==> config.mk <==
export PLATFORM = sky130hd
export DESIGN_NAME = reg_bank_param
export DESIGN_NICKNAME = d
export VERILOG_FILES = /design/src/rtl/reg_bank_pkg.sv /design/src/rtl/reg_bank_clr_seq.sv /design/src/rtl/reg_bank_param.sv
export SDC_FILE = /design/constraint.sdc
export NUM_CORES = 1
export LEC_CHECK = 0
export CAP_MARGIN = 20
export CORE_ASPECT_RATIO = 1.4
export CORE_MARGIN = 3
export CORE_UTILIZATION = 58
export CTS_CLUSTER_DIAMETER = 40
export DETAILED_ROUTE_END_ITERATION = 8
export PLACE_DENSITY = 0.88
export SLEW_MARGIN = 20
export SYNTH_ARGS = -nofsm -noshare
export SYNTH_HDL_FRONTEND = slang
export SYNTH_SLANG_ARGS = --single-unit
==> constraint.sdc <==
create_clock -name clk -period 3.6 [get_ports clk]
set_clock_uncertainty 0.05 [all_clocks]
set_input_delay 0.72 -clock clk [delete_from_list [all_inputs] [get_ports clk]]
set_output_delay 0.72 -clock clk [all_outputs]
set_load 0.1 [all_outputs]
==> src/rtl/reg_bank_pkg.sv <==
// Shared types and helpers for the parametrised register bank.
package reg_bank_pkg;

  typedef enum logic [1:0] {
    IDLE,
    CLEAR,
    DONE
  } clr_state_e;

  localparam int DEF_DW    = 8;
  localparam int DEF_NREGS = 4;

  function automatic int aw_of(input int nregs);
    return (nregs > 1) ? $clog2(nregs) : 1;
  endfunction

endpackage

==> src/rtl/reg_bank_clr_seq.sv <==
// Clear sequencer: walks the register index once per clr request, then pulses clr_done.
//
// state | meaning
// IDLE  | writes allowed, waiting for clr
// CLEAR | zeroing register[idx], one per cycle
// DONE  | one-cycle clr_done pulse, still busy
module reg_bank_clr_seq
  import reg_bank_pkg::*;
#(
  parameter int NREGS = DEF_NREGS,
  parameter int AW    = aw_of(NREGS)
) (
  input  logic          clk,
  input  logic          r,
  input  logic          clr,
  output logic          idle,
  output logic          clr_en,
  output logic [AW-1:0] clr_idx,
  output logic          busy,
  output logic          clr_done
);

  localparam logic [AW-1:0] LAST = AW'(NREGS - 1);

  clr_state_e    state, state_nxt;
  logic [AW-1:0] idx, idx_nxt;

  always_ff @(posedge clk or negedge r) begin
    if (!r) begin
      state <= IDLE;
      idx   <= '0;
    end else begin
      state <= state_nxt;
      idx   <= idx_nxt;
    end
  end

  always_comb begin
    state_nxt = state;
    idx_nxt   = idx;
    idle      = 1'b0;
    clr_en    = 1'b0;
    busy      = 1'b0;
    clr_done  = 1'b0;
    case (state)
      IDLE: begin
        idle = 1'b1;
        if (clr) begin
          state_nxt = CLEAR;
          idx_nxt   = '0;
        end
      end
      CLEAR: begin
        clr_en  = 1'b1;
        busy    = 1'b1;
        idx_nxt = idx + 1'b1;
        if (idx == LAST) state_nxt = DONE;
      end
      DONE: begin
        busy      = 1'b1;
        clr_done  = 1'b1;
        state_nxt = IDLE;
      end
      default: state_nxt = IDLE;
    endcase
  end

  assign clr_idx = idx;

endmodule

==> src/rtl/reg_bank_param.sv <==
// N x DW register bank: two combinational read ports, one write port, sequenced clear.
// Optional same-cycle write-to-read forwarding when REG_BANK_BYPASS_EN is defined.
module reg_bank_param
  import reg_bank_pkg::*;
#(
  parameter int   DW      = DEF_DW,
  parameter int   NREGS   = DEF_NREGS,
  parameter bit   ZERO_R0 = 1'b0,
  localparam int  AW      = aw_of(NREGS)
) (
  input  logic          clk,
  input  logic          r,
  input  logic          we,
  input  logic [AW-1:0] wa,
  input  logic [DW-1:0] wd,
  input  logic [AW-1:0] ra,
  input  logic [AW-1:0] rb,
  input  logic          clr,
  output logic [DW-1:0] s_ra,
  output logic [DW-1:0] s_rb,
  output logic          busy,
  output logic          clr_done
);

  logic [DW-1:0] regs [NREGS];
  logic          idle;
  logic          clr_en;
  logic [AW-1:0] clr_idx;
  logic          wr_acc;

  reg_bank_clr_seq #(
    .NREGS (NREGS),
    .AW    (AW)
  ) u_clr_seq (
    .clk      (clk),
    .r        (r),
    .clr      (clr),
    .idle     (idle),
    .clr_en   (clr_en),
    .clr_idx  (clr_idx),
    .busy     (busy),
    .clr_done (clr_done)
  );

  // clr wins over a same-cycle write; r gates forwarding while reset is held
  assign wr_acc = idle && !clr && we && r && !(ZERO_R0 && (wa == '0));

  always_ff @(posedge clk or negedge r) begin
    if (!r) begin
      for (int i = 0; i < NREGS; i++) regs[i] <= '0;
    end else if (clr_en) begin
      regs[clr_idx] <= '0;
    end else if (wr_acc) begin
      regs[wa] <= wd;
    end
  end

  always_comb begin
    s_ra = regs[ra];
    s_rb = regs[rb];
`ifdef REG_BANK_BYPASS_EN
    if (wr_acc && (wa == ra)) s_ra = wd;
    if (wr_acc && (wa == rb)) s_rb = wd;
`endif
    if (ZERO_R0 && (ra == '0)) s_ra = '0;
    if (ZERO_R0 && (rb == '0)) s_rb = '0;
  end

endmodule

* Yosys cells after proc, flatten, opt, wreduce, memory -nomap -nowiden
Cells that the tools add are included.
** Cells by class
- Muxes and demuxes :: 22
- $add $sub $neg :: 1
- Eq/ne operators :: 5
- Reduce and logical (&&, ||, !) cells :: 12
- Order comparisons :: 6
- Bitwise gates (word level) :: 6
** Operators by type and width (number)
- $mux W32 :: 2
- $mux W8 :: 6
- $and A32 B32 Y32 :: 1
- $bmux W8 S2 :: 2
- $bwmux W32 :: 1
- $demux W8 S2 :: 2
- $not A32 Y32 :: 1
- $ge A3 B3 Y1 const B :: 4
- $not A2 Y3 :: 4
- $pmux W2 S2 :: 2
- $lt A3 B1 Y1 const B :: 2
- $mux W2 :: 3
- $logic_and A1 B1 Y1 :: 5
- $eq A2 B2 Y1 const B :: 2
- $mux W1 :: 4
- $reduce_and A2 Y1 :: 2
- $reduce_bool A2 Y1 :: 2
- $add A2 B1 Y2 const B :: 1
- $eq A2 B1 Y1 const B :: 1
- $logic_not A2 Y1 :: 1
- $ne A2 B1 Y1 const B :: 1
- $ne A2 B2 Y1 const B :: 1
- $reduce_or A2 Y1 :: 1
- $logic_not A1 Y1 :: 1
** Word-level totals
- Input port bits :: 18
- Output and inout port bits :: 18
- Word-level logic and storage cells :: 58
- Flip-flop bits (word level) :: 36

* Logic depth before layout (Yosys ltp)
Gate-level depths: netlist (run 1).
- Depth after elaboration :: 8
- Gate-level depth with buffers :: 7
- Mapped depth without buffers :: 5

* Modules after synthesis
From an unflattened synthesis (run 1), not the netlist that was laid out.
** Unflattened totals
- Cells, all modules :: 162
- Area total of the unflattened synthesis :: 1998.2 µm²
** Modules (own cells, without submodules)
- reg_bank_param :: cells an instance 139, instances 1, area an instance 1767.9 µm², seq. area each 800.8 µm²
- reg_bank_clr_seq :: cells an instance 23, instances 1, area an instance 230.2 µm², seq. area each 100.1 µm²

* Worst setup path after synthesis (run 1)
No wires, ideal clock.
- Path kind :: input to output
- From :: input ra[1]
- To :: output s_ra[7]
- Path buffers :: 1
- Data arrival time :: 1.820 ns
- Setup slack :: 1.010 ns
- Stages on the path :: 2
- Required time :: 2.830 ns
- Cell sequence :: clkbuf_1 > mux4_2
** On the way
- Cells in the longest elaborated chain, start to end :: 4
** RTL lines
- start, declared :: RTL line reg_bank_param.sv:16 : input logic [AW-1:0] ra,
- $not A2 Y3 (not written as such) :: RTL line reg_bank_param.sv:59 : s_ra = regs[ra];
- $bmux W8 S2 :: RTL line reg_bank_param.sv:59
- $mux W8 (not written as such) (2 in series) :: RTL line reg_bank_param.sv:59
- end, declared :: RTL line reg_bank_param.sv:19 : output logic [DW-1:0] s_ra,
No other way between the ends. The select of a mux whose other input is x is not followed.

* Final worst setup path (run 1)
- From :: input rb[0]
- To :: output s_rb[3]
** On the way
- Cells in the longest elaborated chain, start to end :: 4
** RTL lines
- start, declared :: RTL line reg_bank_param.sv:17 : input logic [AW-1:0] rb,
- $not A2 Y3 (not written as such) :: RTL line reg_bank_param.sv:60 : s_rb = regs[rb];
- $bmux W8 S2 :: RTL line reg_bank_param.sv:60
- $mux W8 (not written as such) (2 in series) :: RTL line reg_bank_param.sv:60
- end, declared :: RTL line reg_bank_param.sv:20 : output logic [DW-1:0] s_rb,
No other way between the ends. The select of a mux whose other input is x is not followed.

==> flow_metrics.env, run 1 <==
export IMPL_yosysMostFrequentCell="dfrtp_1"
export IMPL_drv_cap=0
export IMPL_yosys_most_used_dff="dfrtp_1"
export IMPL_viasPerCell=7.052
export IMPL_final_max_slew_violation_count=0
export IMPL_fmax_ghz=0.3363
export IMPL_maxSlewHeadroom_pct=45.07
export IMPL_critPathMaxStageDelay_ns=0.56
export IMPL_grt_max_degree=27
export IMPL_dieArea_sq_mm=0.004831
export IMPL_place_congestion=0.8365
export IMPL_syn_inst=217
export IMPL_worst_path_buf_inv=3
export IMPL_synth_seq_cells=36
export IMPL_synth_mux_area_share_pct=15.87
export IMPL_diodes=0
export IMPL_synth_edf_count=0
export IMPL_async_flop_share_pct=100.0
export IMPL_rsz0062_at_grt="no"
export IMPL_crit_path_max_fanout=8
export IMPL_drcViolationCount=0
export IMPL_required_ns=2.83
export IMPL_start_kind="primary input"
export IMPL_worstMarginPinSlew_ns=0.8222
export IMPL_yosys_top_cells_area="dfrtp_1 (39%), mux4_2 (15%), o211ai_1 (8.4%)"
export IMPL_yosysTopAreaCellShare_pct=38.61
export IMPL_start_util_pct=61.84
export IMPL_yosysWarnings=0
export IMPL_syn_area_per_cell_sq_um=10.75
export IMPL_firstDrtPassIters=4
export IMPL_areaGrowthSynthToFinish_pct=26.92
export IMPL_final_cell_area_sq_mm=0.002962
export IMPL_ctsRootBufferMaster="clkbuf_8"
export IMPL_grt_pass1_wl_mm=10.12
export IMPL_cpMaxStageDelayCell="mux4_2"
export IMPL_dieWidth_um=59.61
export IMPL_setup_viol=0
export IMPL_cts_resized=0
export IMPL_min_path_type="in -> async"
export IMPL_htree_levels=2
export IMPL_synthSimpleGateAreaFrac_pct=19.03
export IMPL_leakagePower_nw=1.212
export IMPL_clk_pin_slew_ns=0.07
export IMPL_critPathArrivalTime_ns=2.20
export IMPL_syn_area_sq_mm=0.002333
export IMPL_clkLatencyLatePin_ns=0.30
export IMPL_cts_sinks=36
export IMPL_syn_num_nets=242
export IMPL_cp_end_kind="primary output"
export IMPL_layout_worst_path_cycle_share_pct=82.60
export IMPL_path_class="in -> out"
export IMPL_grtUsageTotal_pct=28.86
export IMPL_cellPowerDensity_mw_per_mm2=805.3
export IMPL_synthXorXnorAreaFrac_pct=0
export IMPL_routed_wl_mm=6.357
export IMPL_routedWlPerCell_um=21.92
export IMPL_grt_overflow_total=0
export IMPL_crit_chain="clkdlybuf4s50_1 > buf_4 > mux4_2 > buf_12"
export IMPL_cts_setup_buffers=0
export IMPL_fin_nets=272
export IMPL_tns_ns=0
export IMPL_placed_cell_area_sq_mm=0.002869
export IMPL_dp_hpwl_mm=4.397
export IMPL_drt_iter0_drc=148
export IMPL_coreArea_sq_mm=0.003774
export IMPL_rows=26
export IMPL_min_period_ns=2.974
export IMPL_detailroute_via_count=2045
export IMPL_chipHeight_um=81.05
export IMPL_yosys_area_top_type="dfrtp_1"
export IMPL_hold_viol=0
export IMPL_grt_pass1_vias=2004
export IMPL_hold_buffers=0
export IMPL_fin_util_pct=78.48
export IMPL_yosys_cell_types_count=27
export IMPL_synth_top_family_by_area="simple AND/OR/NAND/NOR gates"
export IMPL_ir_drop_uv=1016
export IMPL_cts_buffers=5
export IMPL_hold_ws_ns=0.2932
export IMPL_numPortBuffers=35
export IMPL_final_antenna_net_count=0
export IMPL_synth_fa_ha_area_share_pct=3.753
export IMPL_drive_above_1_share_pct=21.77
export IMPL_clk_path_buf_depth=2
export IMPL_status="complete, no violations"
export IMPL_grt_antenna_before_repair=0
export IMPL_cp_top_family="buffers and inverters"
export IMPL_cts_tree="built"
export IMPL_io_pins=36
export IMPL_synth_seq_area_share_pct=38.61
export IMPL_ys_top_cells_by_count="dfrtp_1 (36), o211ai_1 (26), nor2b_1 (23)"
export IMPL_synth_compound_area_share_pct=17.80
## report_power, final
group | switching [mW] | internal [mW] | leakage (nW) | total (mW)
clock network | 0.152 | 0.153 | 0.0510 | 0.304
registers | 0.113 | 0.520 | 0.492 | 0.634
logic | 0.935 | 0.512 | 0.669 | 1.45
## cells by family after synthesis
group                      count (synthesis)
and+or+nand+nor                           79
AOI/OAI and AO/OA                         50
DFF                                       36
buffers and inverters                     28
muxes                                     17
adders and majority gates                  7
## per-stage QoR
step	setup WS [ns]	cells	total power, mW
6_report	0.6262	290	2.385
4_1_cts	0.6237	290	2.372
3_5_place_dp	0.6237	282	2.071
5_1_grt	0.5961	290	2.479
3_3_place_gp	0.6725	282	2.034
2_1_floorplan	1.010	217	1.632
## state kept, by name, indices dropped and copies added (netlist names)
name and count:
regs 32, u_clr_seq.state 2, u_clr_seq.clr_idx 2
## placed cells by master, fill, tap and decap left out, drive strengths merged, types with 4 or more instances in the layout
master         synthesis  final
mux4                  16     16
clkdlybuf4s50          0     16
or2                    4      4
a221o                 19     19
o211ai                26     26
nor2b                 23     23
inv                    5      5
ha                     7      7
nand4b                 4      4
nand2                 18     18
dfrtp                 36     36
buf                   10     29
clkbuf                12      6
nor3                   7      7
nor2                  11     11
nand2b                 5      5
## routing by layer
metal	share of wire, %	global-route usage, %	routed length (um)
met5	0	0	0
met4	3.2	16.41	203
met1	36	35.89	2266
met2	51	45.62	3249
met3	10	6.677	638
## worst reg2reg max path: cells and delay by family (launching register included)
family	cells	cell delay, ns
fa+ha+maj	1	0.26
buf+inv	1	0.10
flops	1	0.41
simple gates	2	0.80
compound gates	1	0.42
## final cells by class
class	count	area (sq um)
Clock inverter	2	10.01
Tap cell	42	52.55
Timing Repair Buffer	45	575.6
Fill cell	226	812.0
Multi-Input combinational cell	153	1318
Clock buffer	6	82.58
Inverter	6	22.52
Sequential cell	36	900.9
## path summary, 6_finish.rpt
path                                       from                    to  slack [ns]  depth (start not counted)
max                                       rb[0]               s_rb[3]        0.63                          4
min reg2reg                u_clr_seq.clr_idx[0]  u_clr_seq.clr_idx[0]        0.49                          2
max reg2reg                  u_clr_seq.state[1]              regs[31]        1.44                          5
min                                           r              regs[30]        0.29                          1
min in group clk           u_clr_seq.clr_idx[0]  u_clr_seq.clr_idx[0]        0.49                          2
max in group asynchronous                     r               regs[7]        2.52                          2
No activity file was read; power rests on OpenSTA's default activity.
==> run 2, diff against run 1 <==
--- a/config.mk
+++ b/config.mk
@@ -8,10 +8,10 @@
 export CAP_MARGIN = 20
 export CORE_ASPECT_RATIO = 1.4
 export CORE_MARGIN = 3
-export CORE_UTILIZATION = 58
+export CORE_UTILIZATION = 49
 export CTS_CLUSTER_DIAMETER = 40
 export DETAILED_ROUTE_END_ITERATION = 8
-export PLACE_DENSITY = 0.88
+export PLACE_DENSITY = 0.8
 export SLEW_MARGIN = 20
 export SYNTH_ARGS = -nofsm -noshare
 export SYNTH_HDL_FRONTEND = slang
==> constraint.sdc (replaced) <==
create_clock -name clk -period 2.4 [get_ports clk]
set_clock_uncertainty 0.05 [all_clocks]
set_input_delay 0.48 -clock clk [delete_from_list [all_inputs] [get_ports clk]]
set_output_delay 0.48 -clock clk [all_outputs]
set_load 0.1 [all_outputs]
==> run 2 against run 1 <==
Sequential share of layout area is 1.7 points lower. Count of clock-buffer cells in the layout is 1 higher. Clock power grew 55%. Combinational power grew 58%. Largest cell class unchanged.
==> flow_metrics.env, run 2 (synthesized netlist as in run 1, its figures left out) <==
export IMPL_fill_cells=346
export IMPL_largest_reg_flops=32
export IMPL_io_pins=36
export IMPL_path_class="in -> out"
export IMPL_top_register="regs"
export IMPL_leakagePower_nw=1.297
export IMPL_htree_levels=2
export IMPL_drv_cap=0
export IMPL_final_max_slew_violation_count=0
export IMPL_grt_antenna_before_repair=0
export IMPL_chipHeight_um=87.65
export IMPL_firstDrtPassIters=4
export IMPL_drcViolationCount=0
export IMPL_min_period_ns=2.291
export IMPL_place_congestion=0.8656
export IMPL_final_cell_mix="dfrtp_1 (36), o211ai_1 (26), buf_4 (25)"
export IMPL_start_kind="primary input"
export IMPL_setup_viol=0
export IMPL_crit_chain="clkdlybuf4s50_1 > buf_4 > mux4_2 > buf_12"
export IMPL_grt_overflow_total=0
export IMPL_diodes=0
export IMPL_layout_worst_path_cycle_share_pct=95.47
export IMPL_fin_util_pct=68.58
export IMPL_hold_viol=0
export IMPL_clk_path_buf_depth=2
export IMPL_numPortBuffers=35
export IMPL_drt_iter0_drc=117
export IMPL_crit_path_max_fanout=7
export IMPL_clkLatencyLatePin_ns=0.29
export IMPL_coreArea_sq_mm=0.004572
export IMPL_cellPowerDensity_mw_per_mm2=1185
export IMPL_multi_input_area_sq_mm=0.001318
export IMPL_routed_wl_mm=6.579
export IMPL_ir_drop_uv=1498
export IMPL_fin_cells=325
export IMPL_routedWlPerCell_um=20.24
export IMPL_cp_top_family="buffers and inverters"
export IMPL_start_util_pct=51.04
export IMPL_viasPerCell=6.511
export IMPL_detailroute_via_count=2116
export IMPL_cp_end_kind="primary output"
export IMPL_grt_max_degree=24
export IMPL_grt_pass1_wl_mm=10.75
export IMPL_clk_pin_slew_ns=0.07
export IMPL_drive_above_1_share_pct=25.86
export IMPL_min_path_type="in -> async"
export IMPL_dieWidth_um=64.33
export IMPL_dieArea_sq_mm=0.005638
export IMPL_place_inst=316
export IMPL_critPathArrivalTime_ns=1.76
export IMPL_dp_hpwl_mm=4.695
export IMPL_rsz0062_at_grt="no"
export IMPL_ctsRootBufferMaster="clkbuf_8"
export IMPL_areaGrowthSynthToFinish_pct=34.37
export IMPL_final_antenna_net_count=0
export IMPL_fin_nets=288
export IMPL_required_ns=1.87
export IMPL_cts_buffers=5
export IMPL_regArea_sq_um=900.9
export IMPL_fmax_ghz=0.4364
export IMPL_status="complete, no violations"
export IMPL_cts_sinks=36
export IMPL_critPathMaxStageDelay_ns=0.52
export IMPL_rows=29
export IMPL_maxSlewHeadroom_pct=63.62
export IMPL_final_common_cell="dfrtp_1"
export IMPL_grtUsageTotal_pct=25.38
export IMPL_cpMaxStageDelayCell="clkdlybuf4s50_1"
export IMPL_worst_path_buf_inv=3
export IMPL_grt_pass1_vias=2086
export IMPL_worstMarginPinSlew_ns=0.5457
export IMPL_cts_tree="built"
-- run 2: cell count changes in the layout (fill, tap and decap cells not counted) --
cell             change
buf_4               +13
dlygate4sd2_1        +2
buf_12               +2
dlygate4sd3_1        +1
clkbuf_8             +1
clkinv_2             -2
clkdlybuf4s50_1      -2
-- run 2: worst paths after layout --
path | from | endpoint | slack (ns) | depth (start not counted)
setup reg to reg | u_clr_seq.state[1] | regs[22] | 0.35 | 5
setup / recovery | ra[1] | s_ra[0] | 0.11 | 4
hold reg to reg | u_clr_seq.clr_idx[0] | u_clr_seq.clr_idx[0] | 0.49 | 2
hold / removal | r | regs[15] | 0.48 | 2
min in group clk | u_clr_seq.clr_idx[0] | u_clr_seq.clr_idx[0] | 0.49 | 2
max in group asynchronous | r | regs[14] | 1.02 | 4
-- run 2: area by class of cell --
cell class / count / share of cell area, %
Timing Repair Buffer: 61 / 22.98
Inverter: 6 / 0.7183
Clock buffer: 7 / 3.073
Multi-Input combinational cell: 153 / 42.02
Tap cell: 62 / 2.474
Sequential cell: 36 / 28.73
-- run 2: metrics by stage --
| stage | hold slack, ns | instance area [sq um] | setup slack, ns | TNS [ns] | total power, mW |
|---|---|---|---|---|---|
| finish | 0.4808 | 3136 | 0.1086 | 0 | 3.717 |
| global route | 0.4858 | 3136 | 0.04251 | 0 | 3.870 |
| CTS | 0.4781 | 3136 | 0.09341 | 0 | 3.694 |
| detailed placement | 0.2416 | 3024 | -0.01202 | -0.02774 | 3.221 |
| global placement | 0.2401 | 3024 | 0.001683 | 0 | 3.152 |
| floorplan | 0.1344 | 2333 | 0.2896 | 0 | 2.448 |
-- run 2: power by group --
group / total [mW] / switching, mW / internal [mW] / leakage [nW]
sequential: 0.951 / 0.171 / 0.781 / 0.492
combinational: 2.29 / 1.44 / 0.853 / 0.754
clock: 0.471 / 0.215 / 0.256 / 0.0503
-- run 2: routing by layer --
metal,vias to the layer above,part of all wire [%],GRT usage (%)
li1,923,-,-
met1,1042,36,30.14
met2,132,53,44.27
met3,19,7.9,4.493
met4,0,2.6,12.69
met5,-,0,0
-- run 2: worst reg2reg max path, cell delays in order (launching register included) --
cell	delay, ns
dfrtp_1	0.40
inv_1	0.09
ha_1	0.43
clkinv_1	0.55
o211ai_1	0.28
o211ai_1	0.12
-- run 2: what timing repair did --
action,in CTS,in global routing
hold buffers,1,0
gates resized for setup,2,0
setup buffers,1,0
setup endpoints to repair,4,0
hold endpoints to repair,1,0
